**src/rtl/cpu_run_pkg.sv**
```systemverilog
// Shared encodings for the rv32is run/step controller: status codes,
// mode select values and default self-check magic numbers.
package cpu_run_pkg;

    typedef enum logic [2:0] {
        ST_IDLE    = 3'd0,
        ST_RUN     = 3'd1,
        ST_PAUSE   = 3'd2,
        ST_PASS    = 3'd3,
        ST_FAIL    = 3'd4,
        ST_TIMEOUT = 3'd5,
        ST_RESET   = 3'd6,
        ST_STEP    = 3'd7
    } run_state_t;

    localparam logic MODE_FREE = 1'b0;
    localparam logic MODE_STEP = 1'b1;

    localparam int          DEF_MON_REG    = 10;
    localparam logic [31:0] DEF_PASS_MAGIC = 32'h00c0ffee;
    localparam logic [31:0] DEF_FAIL_MAGIC = 32'hdeaddead;

    // States where the core is parked and halt_pc captures where it stopped
    function automatic logic is_halt_state(input run_state_t s);
        return (s == ST_PAUSE) || (s == ST_PASS) || (s == ST_FAIL) || (s == ST_TIMEOUT);
    endfunction

    // States where the controller is actively clocking the core
    function automatic logic is_busy_state(input run_state_t s);
        return (s == ST_RESET) || (s == ST_RUN) || (s == ST_STEP);
    endfunction

endpackage

```
**src/rtl/run_step_counter.sv**
```systemverilog
// Loadable down-counter used for both the reset hold count and the step count.
// expire is high while the count is at one or zero, i.e. the decrement on the
// coming edge brings it to zero.
module run_step_counter #(
    parameter int W = 16
) (
    input  logic         clock,
    input  logic         reset,
    input  logic         load,
    input  logic [W-1:0] load_val,
    input  logic         dec,
    output logic         expire
);

    logic [W-1:0] count;

    // Load has priority over decrement; the count never wraps below zero
    always_ff @(posedge clock or negedge reset) begin
        if (!reset) begin
            count <= '0;
        end else if (load) begin
            count <= load_val;
        end else if (dec && (count != '0)) begin
            count <= count - W'(1);
        end
    end

    assign expire = (count <= W'(1));

endmodule

```
**src/rtl/cpu_run_ctrl.sv**
```systemverilog
// Run/step controller and pass/fail monitor for the rv32is single-cycle core.
// Sequences core reset, gates the core clock enable for free-run and stepping,
// and halts on breakpoint, stop, timeout or a magic write to the monitored register.
module cpu_run_ctrl
    import cpu_run_pkg::*;
#(
    parameter int                DATA_W       = 32,
    parameter int                CYCLE_W      = 16,
    parameter int                MAX_CYCLES   = 10000,
    parameter int                RESET_CYCLES = 1,
    parameter int                MON_REG      = DEF_MON_REG,
    parameter logic [DATA_W-1:0] PASS_MAGIC   = DATA_W'(DEF_PASS_MAGIC),
    parameter logic [DATA_W-1:0] FAIL_MAGIC   = DATA_W'(DEF_FAIL_MAGIC)
) (
    input  logic               clock,
    input  logic               reset,
    input  logic               start,
    input  logic               mode,
    input  logic               step_req,
    input  logic [CYCLE_W-1:0] step_n,
    input  logic               stop,
    input  logic               resume,
    input  logic               bp_en,
    input  logic [DATA_W-1:0]  bp_addr,
    input  logic [DATA_W-1:0]  pc_in,
    input  logic               wb_we,
    input  logic [4:0]         wb_rd,
    input  logic [DATA_W-1:0]  wb_data,
    output logic               cpu_reset,
    output logic               cpu_clk_en,
    output logic               busy,
    output logic [2:0]         status,
    output logic [CYCLE_W-1:0] cycle_count,
    output logic [DATA_W-1:0]  halt_pc
);

    run_state_t         state;
    run_state_t         next_state;

    logic               rcnt_load;
    logic               rcnt_dec;
    logic               rcnt_expire;
    logic               scnt_load;
    logic               scnt_dec;
    logic               scnt_expire;
    logic               clear_cycles;
    logic               arm_bp_mask;
    logic               bp_mask;

    logic               mon_write;
    logic               pass_write;
    logic               fail_write;
    logic               bp_hit;
    logic               timeout_next;
    logic               core_exec;
    logic [CYCLE_W-1:0] step_load;

    // x0 can never hold a value, so a write to it is never a magic hit
    assign mon_write    = wb_we && (wb_rd == 5'(MON_REG)) && (wb_rd != 5'd0);
    assign pass_write   = mon_write && (wb_data == PASS_MAGIC);
    assign fail_write   = mon_write && (wb_data == FAIL_MAGIC);
    assign bp_hit       = bp_en && (pc_in == bp_addr) && !bp_mask;
    assign timeout_next = (cycle_count >= CYCLE_W'(MAX_CYCLES - 1));
    assign step_load    = (step_n == '0) ? CYCLE_W'(1) : step_n;
    assign core_exec    = cpu_clk_en && !cpu_reset;

    assign busy   = is_busy_state(state);
    assign status = state;

    run_step_counter #(.W(CYCLE_W)) u_rcnt (
        .clock    (clock),
        .reset    (reset),
        .load     (rcnt_load),
        .load_val (CYCLE_W'(RESET_CYCLES)),
        .dec      (rcnt_dec),
        .expire   (rcnt_expire)
    );

    run_step_counter #(.W(CYCLE_W)) u_scnt (
        .clock    (clock),
        .reset    (reset),
        .load     (scnt_load),
        .load_val (step_load),
        .dec      (scnt_dec),
        .expire   (scnt_expire)
    );

    // State register
    always_ff @(posedge clock or negedge reset) begin
        if (!reset) begin
            state <= ST_IDLE;
        end else begin
            state <= next_state;
        end
    end

    // Next state and core controls; an executed cycle's magic result beats timeout, which beats stop
    always_comb begin
        next_state   = state;
        cpu_reset    = 1'b0;
        cpu_clk_en   = 1'b0;
        rcnt_load    = 1'b0;
        rcnt_dec     = 1'b0;
        scnt_load    = 1'b0;
        scnt_dec     = 1'b0;
        clear_cycles = 1'b0;
        arm_bp_mask  = 1'b0;
        case (state)
            ST_IDLE: begin
                cpu_reset = 1'b1;
                if (start) begin
                    next_state   = ST_RESET;
                    rcnt_load    = 1'b1;
                    clear_cycles = 1'b1;
                end
            end
            ST_RESET: begin
                cpu_reset  = 1'b1;
                cpu_clk_en = 1'b1;
                rcnt_dec   = 1'b1;
                if (rcnt_expire) begin
                    next_state = (mode == MODE_STEP) ? ST_PAUSE : ST_RUN;
                end
            end
            ST_RUN: begin
                if (bp_hit) begin
                    next_state = ST_PAUSE;
                end else begin
                    cpu_clk_en = 1'b1;
                    if (pass_write) begin
                        next_state = ST_PASS;
                    end else if (fail_write) begin
                        next_state = ST_FAIL;
                    end else if (timeout_next) begin
                        next_state = ST_TIMEOUT;
                    end else if (stop) begin
                        next_state = ST_PAUSE;
                    end
                end
            end
            ST_PAUSE: begin
                if (step_req) begin
                    next_state = ST_STEP;
                    scnt_load  = 1'b1;
                end else if (resume) begin
                    next_state  = ST_RUN;
                    arm_bp_mask = 1'b1;
                end
            end
            ST_STEP: begin
                cpu_clk_en = 1'b1;
                scnt_dec   = 1'b1;
                if (pass_write) begin
                    next_state = ST_PASS;
                end else if (fail_write) begin
                    next_state = ST_FAIL;
                end else if (timeout_next) begin
                    next_state = ST_TIMEOUT;
                end else if (stop || scnt_expire) begin
                    next_state = ST_PAUSE;
                end
            end
            ST_PASS, ST_FAIL, ST_TIMEOUT: begin
                if (start) begin
                    next_state   = ST_RESET;
                    rcnt_load    = 1'b1;
                    clear_cycles = 1'b1;
                end
            end
            default: begin
                next_state = ST_IDLE;
            end
        endcase
    end

    // Count executed core cycles, saturating so a long run never wraps
    always_ff @(posedge clock or negedge reset) begin
        if (!reset) begin
            cycle_count <= '0;
        end else if (clear_cycles) begin
            cycle_count <= '0;
        end else if (core_exec && (cycle_count != '1)) begin
            cycle_count <= cycle_count + CYCLE_W'(1);
        end
    end

    // Mask the breakpoint for the first cycle after resume so the PC can leave bp_addr
    always_ff @(posedge clock or negedge reset) begin
        if (!reset) begin
            bp_mask <= 1'b0;
        end else begin
            bp_mask <= arm_bp_mask;
        end
    end

    // Capture the PC whenever the core is parked in pause or a terminal state
    always_ff @(posedge clock or negedge reset) begin
        if (!reset) begin
            halt_pc <= '0;
        end else if ((next_state != state) && is_halt_state(next_state)) begin
            halt_pc <= pc_in;
        end
    end

endmodule

```
**config.mk**
```make
export PLATFORM = sky130hd
export DESIGN_NAME = cpu_run_ctrl
export DESIGN_NICKNAME = d
export VERILOG_FILES = /design/src/rtl/cpu_run_pkg.sv /design/src/rtl/run_step_counter.sv /design/src/rtl/cpu_run_ctrl.sv
export SDC_FILE = /design/constraint.sdc
export NUM_CORES = 1
export LEC_CHECK = 0
export CELL_PAD_IN_SITES_DETAIL_PLACEMENT = 0
export CELL_PAD_IN_SITES_GLOBAL_PLACEMENT = 2
export CORE_AREA = 2 2 137 139
export CTS_CLUSTER_SIZE = 24
export DETAILED_ROUTE_END_ITERATION = 8
export DIE_AREA = 0 0 139 141
export PLACE_DENSITY = 0.85
export SLEW_MARGIN = 15
export SYNTH_ARGS = -nofsm -noshare
export SYNTH_HDL_FRONTEND = slang
export SYNTH_HIERARCHICAL = 1
export SYNTH_SLANG_ARGS = --single-unit
```
**constraint.sdc**
```tcl
create_clock -name clock -period 5.4 [get_ports clock]
set_input_delay 0.81 -clock clock [delete_from_list [all_inputs] [get_ports clock]]
set_output_delay 0.81 -clock clock [all_outputs]
set_load 0.05 [all_outputs]
```
## Word level (Yosys, flattened, before mapping)

Index checks and enable logic that the tools add are counted.

| cells by class | value |
|---|---|
| muxes and demuxes | 34 |
| eq/ne operators | 17 |
| magnitude comparators | 3 |
| reductions and logical operators | 30 |
| add/subtract/negate cells | 3 |

Operators by type and width:

| operator | count |
|---|---|
| $mux W16 | 7 |
| $mux W3 | 13 |
| $eq A32 B24 Y1 const B | 1 |
| $eq A32 B32 Y1 | 1 |
| $eq A32 B32 Y1 const B | 1 |
| $le A16 B1 Y1 const B | 2 |
| $reduce_bool A16 Y1 | 2 |
| $sub A16 B1 Y16 const B | 2 |
| $eq A3 B3 Y1 const B | 6 |
| $add A16 B1 Y16 const B | 1 |
| $ge A16 B14 Y1 const B | 1 |
| $logic_not A16 Y1 | 1 |
| $ne A16 B16 Y1 const B | 1 |
| $pmux W3 S5 | 1 |
| $eq A3 B2 Y1 const B | 4 |
| $logic_and A1 B1 Y1 | 11 |
| $mux W1 | 11 |
| $logic_or A1 B1 Y1 | 6 |
| $reduce_bool A2 Y1 | 3 |
| $eq A5 B4 Y1 const B | 1 |
| $reduce_bool A5 Y1 | 1 |
| $reduce_or A2 Y1 | 2 |
| $reduce_or A4 Y1 | 1 |
| $eq A3 B1 Y1 const B | 1 |
| other kinds (5) | 6 |

| storage, ports and cells | value |
|---|---|
| word-level logic and storage cells | 93 |
| output and inout bits | 54 |
| register bits after elaboration | 84 |

## Longest topological paths before layout

Gate-level depths: netlist of run 1.

| logic depth | value |
|---|---|
| depth in word-level cells | 13 |
| gate-level depth with buffers | 14 |

## Cells and area by module

The synthesis of run 1 kept the hierarchy.

Modules (own cells, without submodules):

| module | times used | area each (µm²) | cells an instance |
|---|---|---|---|
| cpu_run_ctrl | 1 | 3161.8 | 318 |
| run_step_counter | 2 | 997.2 | 112 |

## Least setup slack after synthesis of run 1

Ideal clock, no wire load.

| timing path | value |
|---|---|
| path kind | input to register |
| from | input port wb_data[1] |
| to | register halt_pc[22] |
| data required time | 5.275 ns |
| path slack | 1.615 ns |
| data arrival time | 3.660 ns |
| buffers on the path | 1 |
| setup time | 0.125 ns |
| stages on the path | 10 |
| path through | or4b_1 or4_1 or3_1 and4_4 a221o_1 a211oi_2 a31oi_1 a21boi_4 buf_6 mux2_2 |

| on the way | value |
|---|---|
| cells in the longest elaborated chain, start to end | 11 |
| elaborated cells between the ends (all ways) | 19 |

RTL lines:

| item | RTL line | text |
|---|---|---|
| start: declaration | cpu_run_ctrl.sv:28 | `input logic [DATA_W-1:0] wb_data,` |
| $eq A32 B32 Y1 | cpu_run_ctrl.sv:61 | `assign fail_write = mon_write && (wb_data == FAIL_MAGIC);` |
| $logic_and A1 B1 Y1 | cpu_run_ctrl.sv:61 |  |
| $mux W3 | cpu_run_ctrl.sv:132 | `end else if (fail_write) begin` |
| $mux W3 | cpu_run_ctrl.sv:130 | `if (pass_write) begin` |
| $mux W3 | cpu_run_ctrl.sv:126 | `if (bp_hit) begin` |
| $pmux W3 S5 (*) | cpu_run_ctrl.sv:108 | `case (state)` |
| via next_state[2] | cpu_run_ctrl.sv:38 | `run_state_t next_state;` |
| $eq A3 B2 Y1 | cpu_run_pkg.sv:25 | `return (s == ST_PAUSE) \|\| (s == ST_PASS) \|\| (s == ST_FAIL) \|\| (s == ST_TIMEOUT);` |
| $logic_or A1 B1 Y1 (3 in series) | cpu_run_pkg.sv:25 |  |
| $logic_and A1 B1 Y1 (*) | cpu_run_ctrl.sv:200 | `end else if ((next_state != state) && is_halt_state(next_state)) begin` |
| end signal: assignment | cpu_run_ctrl.sv:201 | `halt_pc <= pc_in;` |
| end: declaration | cpu_run_ctrl.sv:34 | `output logic [DATA_W-1:0] halt_pc` |

The timed path passes the listed nets; every way through them passes the cells marked *.
A chain may end at the register's enable or synchronous reset.

## Final worst setup path of run 1

| timing path | value |
|---|---|
| from | input port pc_in[8] |
| to | output port cpu_clk_en |

| on the way | value |
|---|---|
| cells in the longest elaborated chain, start to end | 5 |

RTL lines:

| item | RTL line | text |
|---|---|---|
| start: declaration | cpu_run_ctrl.sv:25 | `input logic [DATA_W-1:0] pc_in,` |
| $eq A32 B32 Y1 | cpu_run_ctrl.sv:62 | `assign bp_hit = bp_en && (pc_in == bp_addr) && !bp_mask;` |
| $logic_and A1 B1 Y1 (2 in series) | cpu_run_ctrl.sv:62 |  |
| $mux W1 | cpu_run_ctrl.sv:126 |  |
| $pmux W1 S2 | cpu_run_ctrl.sv:108 |  |
| end: declaration | cpu_run_ctrl.sv:30 | `output logic cpu_clk_en,` |

No other way between the ends.

==> flow_summary.yaml, run 1 <==
status:
  status: "finished clean"
floorplanning:
  fp.dieW_um: 139
  start_util_pct: 28.2
  coreArea_mm2: 0.0183
  num_rows: 50
  die_h_um: 141
  die_area_mm2: 0.0196
  io_pins: 180
pwr:
  max-vdd-ir-drop_uv: 410
  internal_power_uw: 2170
  power_density_mw_per_mm2: 522
  leakage_uw: 0.00281
  p_comb_share_pct: 54.7
  sequentialPowerShare_pct: 29.3
  power_frac_clock_pct: 16.0
  swShare_pct: 44.4
  power_switching_uw: 1730
run:
  maxCapViolCount: 0
synthesis:
  syn_area_mm2: 0.00516
  ys_types: 62
  synth-main-ff-cell: "dfrtp_1"
  synth_cells: 542
  syn_avg_cell_area_um2: 9.51
  synth_edf_count: 0
  async_flop_share_pct: 100
  yosysSeqAreaShare_pct: 40.8
  synth_seq_cells: 84
  synth_warnings: 6
grt:
  grt_max_degree: 85
  overflow: 0
  antenna_found_initial: 1
  grt_util_all_layers_pct: 16.0
  grt_pass1_vias: 4805
  grt_pass1_wl_um: 25100
worst_setup_path:
  cp_max_fo: 5
  setup.worst_path.end_class: "output pin"
  cp_num_buf_inv: 2
  arrival_ps: 3640
  cpLargestDelayFamily: "simple AND/OR/NAND/NOR gates"
  start_kind: "input pin"
  path_cells: "clkdlybuf4s50_1, xnor2_1, nand4_1, or4_1, nor3_1, nand2b_1, nand2_1, clkdlybuf4s50_1"
  cp.required_ps: 4590
  slowest_delay_ps: 720
  slowest_stage: "clkdlybuf4s50_1"
  reg2reg_from: "u_scnt/count[4]"
  critPathKind: "in -> out"
  critPathLaunch: "pc_in[8]"
  cp_common_cell: "clkdlybuf4s50_1"
clock_tree:
  cts_max_level: 3
  postCtsHoldBufs: 0
  insertion_delay_ps: 350
  cts_resized: 0
  clock_path_buffers: 2
  clkTransAtPathRegs_ps: 60
  clock_sinks: 84
  post_cts_buffers: 0
  cts_tree: "yes"
  cts_buffers: 9
  clockRootBuffer: "clkbuf_16"
final_layout:
  diodes: 0
  layout-drive-gt1-share_pct: 8.04
  syn_to_final_growth_pct: 44.7
  regArea_mm2: 0.00210
  multiInputGateArea_mm2: 0.00288
  final_area_mm2: 0.00746
  nFillCells: 1779
  final_nets: 847
timing:
  worst_slew_pin_slew_ps: 1070
  slew_headroom_pct: 28.2
  period_needed_ps: 4450
  whs_ps: 504
  fmaxAchievable_mhz: 225
  rsz0062_at_grt: "false"
  finalSetupViolations: 0
  finalCritPeriodShare_pct: 82.4
  slew_viol_final: 0
  skew_ps: 7.91
  hold_viol: 0
  finalWorstSetupSlack_ps: 951
  tns_ps: 0
drt:
  viasPerCell: 5.03
  wl_met3_um: 941
  dr.max_layer_used: "met5"
  ant_nets: 0
  dr_wl_met2_um: 7840
  drt-initial-drc-count: 167
  drc_errors: 0
  first_pass_iters: 4
  wl_met1_um: 6740
  via_count: 4803
  drt-total-wl_um: 15800
  wire_per_inst_um: 16.5
hold_path:
  hold_path_class: "reg -> reg"
  min-delay-start: "halt_pc[27]"
placed_design:
  io_buffers: 179
  hpwl_um: 12000
  dp_slack_ps: 783
  place_area_mm2: 0.00717
  globalplace.congestion: 0.947
## cells in the final DEF, fill, tap and decap left out, types with 17 or more instances in the layout
cell type        synthesis  routed
clkdlybuf4s50_1          0     178
dfrtp_1                 84      84
nor2_1                  48      48
nand2_1                 32      32
mux2_2                  30      30
xor2_1                  24      24
xnor2_1                 23      23
nand4_1                 19      19
or3_1                   19      19
inv_1                   18      18
a31oi_1                 18      18
or4_1                   17      17
## cell families (layout without fill, tap and decap cells)
group,Yosys count,count (layout),synth area share [%]
AO/OA/AOI/OAI,96,96,13.1
XOR/XNOR,47,47,7.98
adder cells (fa/ha/maj),5,5,1.21
buffers and inverters,52,217,4.32
flip-flops,84,84,40.8
multiplexers,38,38,8.35
other,2,16,0.146
AND/OR/NAND/NOR,218,218,24.2
## area by class of cell
cell class                      instances  share of cell area [%]
Clock buffer                           11                    3.12
Clock inverter                          5                   0.821
Inverter                               18                   0.905
Multi-Input combinational cell        420                    38.6
Sequential cell                        84                    28.2
Tap cell                              234                    3.92
Timing Repair Buffer                  183                    24.4
## worst paths after layout
kind	to	slack, ps	cells after the start
worst max-delay path	cpu_clk_en	950	8
worst min-delay path	halt_pc[27]	500	1
worst max register to register	halt_pc[25]	1470	13
worst min register to register	halt_pc[27]	500	1
max in group asynchronous	u_rcnt/count[5]	4330	1
min in group asynchronous	halt_pc[0]	540	1
## power groups by stage
stage / clock network (uW) / logic (uW) / registers [uW]
4_1_cts: 655 / 2150 / 1140
6_report: 625 / 2130 / 1140
3_3_place_gp: 0 / 2110 / 1140
3_5_place_dp: 0 / 2150 / 1150
5_1_grt: 679 / 2280 / 1190
2_1_floorplan: 0 / 1090 / 1570
## through the flow
stage / util (%) / std cells / total power, uW
2_1_floorplan: - / 556 / 2670
3_3_place_gp: 39.2 / 939 / 3250
3_5_place_dp: 39.2 / 939 / 3300
4_1_cts: 40.8 / 955 / 3950
5_1_grt: 40.9 / 955 / 4150
6_report: 40.9 / 955 / 3900
## worst register-to-register path, cell delays in order, from the launching register on
cell and delay [ps]:
dfrtp_1 430, nor4_1 930, nand4_1 170, nor2_1 250
nor2_1 110, nor3_1 140, a31oi_1 100, a211oi_1 350
or3_1 200, nand3_1 80, nand4_1 110, a21boi_4 160
buf_4 400, mux2_2 400
## routing by layer
layer / up-vias / track usage, %
met5: - / 0
met4: 2 / 4.57
met3: 16 / 4.11
met2: 142 / 27.9
met1: 2297 / 19.5
li1: 2346 / -
## state kept, by name (all words and copies together) (netlist names)
signal	flops
cycle_count	16
u_scnt/count	16
halt_pc	32
status	3
u_rcnt/count	16
bp_mask	1
## Yosys cell counts (all sizes together), types with 6 or more instances
library cell,instances,area share (%)
dfrtp,84,41
nor2,48,3.5
mux2,34,7.6
nand2,32,2.3
clkbuf,27,2.0
xor2,24,4.1
xnor2,23,3.9
o21ai,21,2.0
nand4,19,2.3
or3,19,2.3
or4,19,2.9
a31oi,18,2.2
inv,18,1.3
nor4,16,1.9
nand3,14,1.4
o31ai,14,2.0
a21oi,11,1.1
nand2b,8,0.97
and2,7,0.85
buf,7,1.0
nor3,6,0.58
nor4bb,6,1.2
Power figures use the tool's default switching activity.
==> inputs of run 2 (changes only) <==
- CORE_AREA: 2 2 137 139 -> 2 2 142 144
- DIE_AREA: 0 0 139 141 -> 0 0 144 146
- PLACE_DENSITY: 0.85 -> 0.8
- clock period: 5.4 -> 4.1 ns (I/O delays scaled with it)
==> flow_summary.yaml, run 2 (synthesis gave the netlist of run 1 again) <==
final_layout:
  layout_commonest_cell: "clkdlybuf4s50_1"
  final_cell_mix: "clkdlybuf4s50_1, dfrtp_1, nor2_1"
  max_flop_register: "halt_pc"
  stdcell_count: 995
  diodes: 0
  syn_to_final_growth_pct: 46.7
  final_nets: 856
  final_area_mm2: 0.00757
  layout-drive-gt1-share_pct: 9.59
  largest_register_ffs: 32
placed_design:
  globalplace.congestion: 0.826
  hpwl_um: 11800
  place_area_mm2: 0.00728
  dp_cells: 979
  io_buffers: 179
worst_setup_path:
  reg2reg_from: "u_scnt/count[14]"
  critPathKind: "in -> reg"
  arrival_ps: 4070
  start_kind: "input pin"
  cp.required_ps: 4330
  cp_max_fo: 32
  rrSetupSlack_ps: 1050
  r2r_end: "halt_pc[30]"
  setup.worst_path.end_class: "register"
  r2r_cells: 13
drt:
  wire_per_inst_um: 15.6
  via_count: 4793
  drt-total-wl_um: 15500
  ant_nets: 0
  viasPerCell: 4.82
  drt-initial-drc-count: 204
  first_pass_iters: 4
  drc_errors: 0
run:
  maxCapViolCount: 0
status:
  status: "finished clean"
timing:
  finalCritPeriodShare_pct: 93.7
  slew_viol_final: 0
  skew_ps: 4.19
  worst_slew_pin_slew_ps: 735
  fmaxAchievable_mhz: 260
  slew_headroom_pct: 51.0
  tns_ps: 0
  period_needed_ps: 3840
  rsz0062_at_grt: "false"
  hold_viol: 0
  finalSetupViolations: 0
  whs_ps: 312
clock_tree:
  post_cts_buffers: 0
  cts_max_level: 3
  clock_path_buffers: 2
  insertion_delay_ps: 340
  postCtsHoldBufs: 0
  clockRootBuffer: "clkbuf_16"
  cts_tree: "yes"
  cts_buffers: 9
  clock_sinks: 84
  clkTransAtPathRegs_ps: 70
  cts_resized: 0
pwr:
  power_switching_uw: 2310
  internal_power_uw: 2850
  max-vdd-ir-drop_uv: 389
  swShare_pct: 44.7
  power_density_mw_per_mm2: 682
  p_comb_share_pct: 55.6
  total_power_uw: 5160
  power_frac_clock_pct: 15.2
  leakage_uw: 0.00287
  sequentialPowerShare_pct: 29.2
grt:
  antenna_found_initial: 0
  grt_util_all_layers_pct: 14.7
  grt_pass1_wl_um: 24600
  grt_max_degree: 57
  grt_pass1_vias: 4831
  overflow: 0
floorplanning:
  num_rows: 51
  die_h_um: 146
  die_area_mm2: 0.0210
  fp.dieW_um: 144
  io_pins: 180
  start_util_pct: 26.7
  coreArea_mm2: 0.0193
hold_path:
  hold_path_class: "in -> async"
[run 2: cell types whose count changed in the layout (fill, tap and decap cells not counted), moves of 2 or more]
| cell | before | now |
|---|---|---|
| buf_4 | 4 | 14 |
| clkbuf_1 | 2 | 0 |
| clkinv_4 | 0 | 2 |
| clkinvlp_4 | 3 | 1 |
[run 2: final cells by class]
class	instances	area [um^2]
multi-input combinational	420	2880
sequential	84	2100
fill	1950	11800
tap	265	332
clock buffer	9	225
inverter	18	67.6
timing repair buffer	192	1900
clock inverter	7	58.8
[run 2: worst max path at each step]
stage | cells past startpoint | slack (ps) | from | end
after floorplan | 10 | 510 | wb_data[1] | halt_pc[22]
after global placement | 11 | -20 | wb_data[1] | halt_pc[21]
after detailed placement | 11 | -100 | wb_data[1] | halt_pc[5]
after CTS | 11 | 270 | wb_data[1] | halt_pc[17]
after global routing | 11 | 140 | wb_data[1] | halt_pc[19]
final | 11 | 260 | wb_data[1] | halt_pc[17]
[run 2: through the flow]
step	util [%]	setup WS, ps
after floorplan	-	510
after global placement	37.7	-18.7
after detailed placement	37.7	-97.4
after CTS	39.1	271
after global routing	39.1	141
final	39.1	259
[run 2: power by group through the flow]
| stage | Sequential [uW] | Combinational, uW | Clock [uW] |
|---|---|---|---|
| finish | 1510 | 2870 | 787 |
| global route | 1570 | 3070 | 856 |
| CTS | 1510 | 2900 | 825 |
| detailed placement | 1520 | 2890 | 0 |
| global placement | 1500 | 2840 | 0 |
| floorplan | 2070 | 1440 | 0 |
[run 2: worst max-delay path: stages]
cell             delay, ps
clkdlybuf4s50_1        410
or4b_1                 500
or4_1                  470
or3_1                  350
and4_4                 170
a221o_1                320
a211oi_2               290
a31oi_1                120
a21boi_4               200
buf_12                 220
mux2_2                 360
[run 2: metal layers]
layer / part of all wire (%) / routed length (um) / GRT usage (%)
met1: 43 / 6710 / 18.3
met2: 49 / 7590 / 25.1
met3: 6.5 / 1000 / 3.88
met4: 1.2 / 179 / 3.82
met5: 0 / 0 / 0
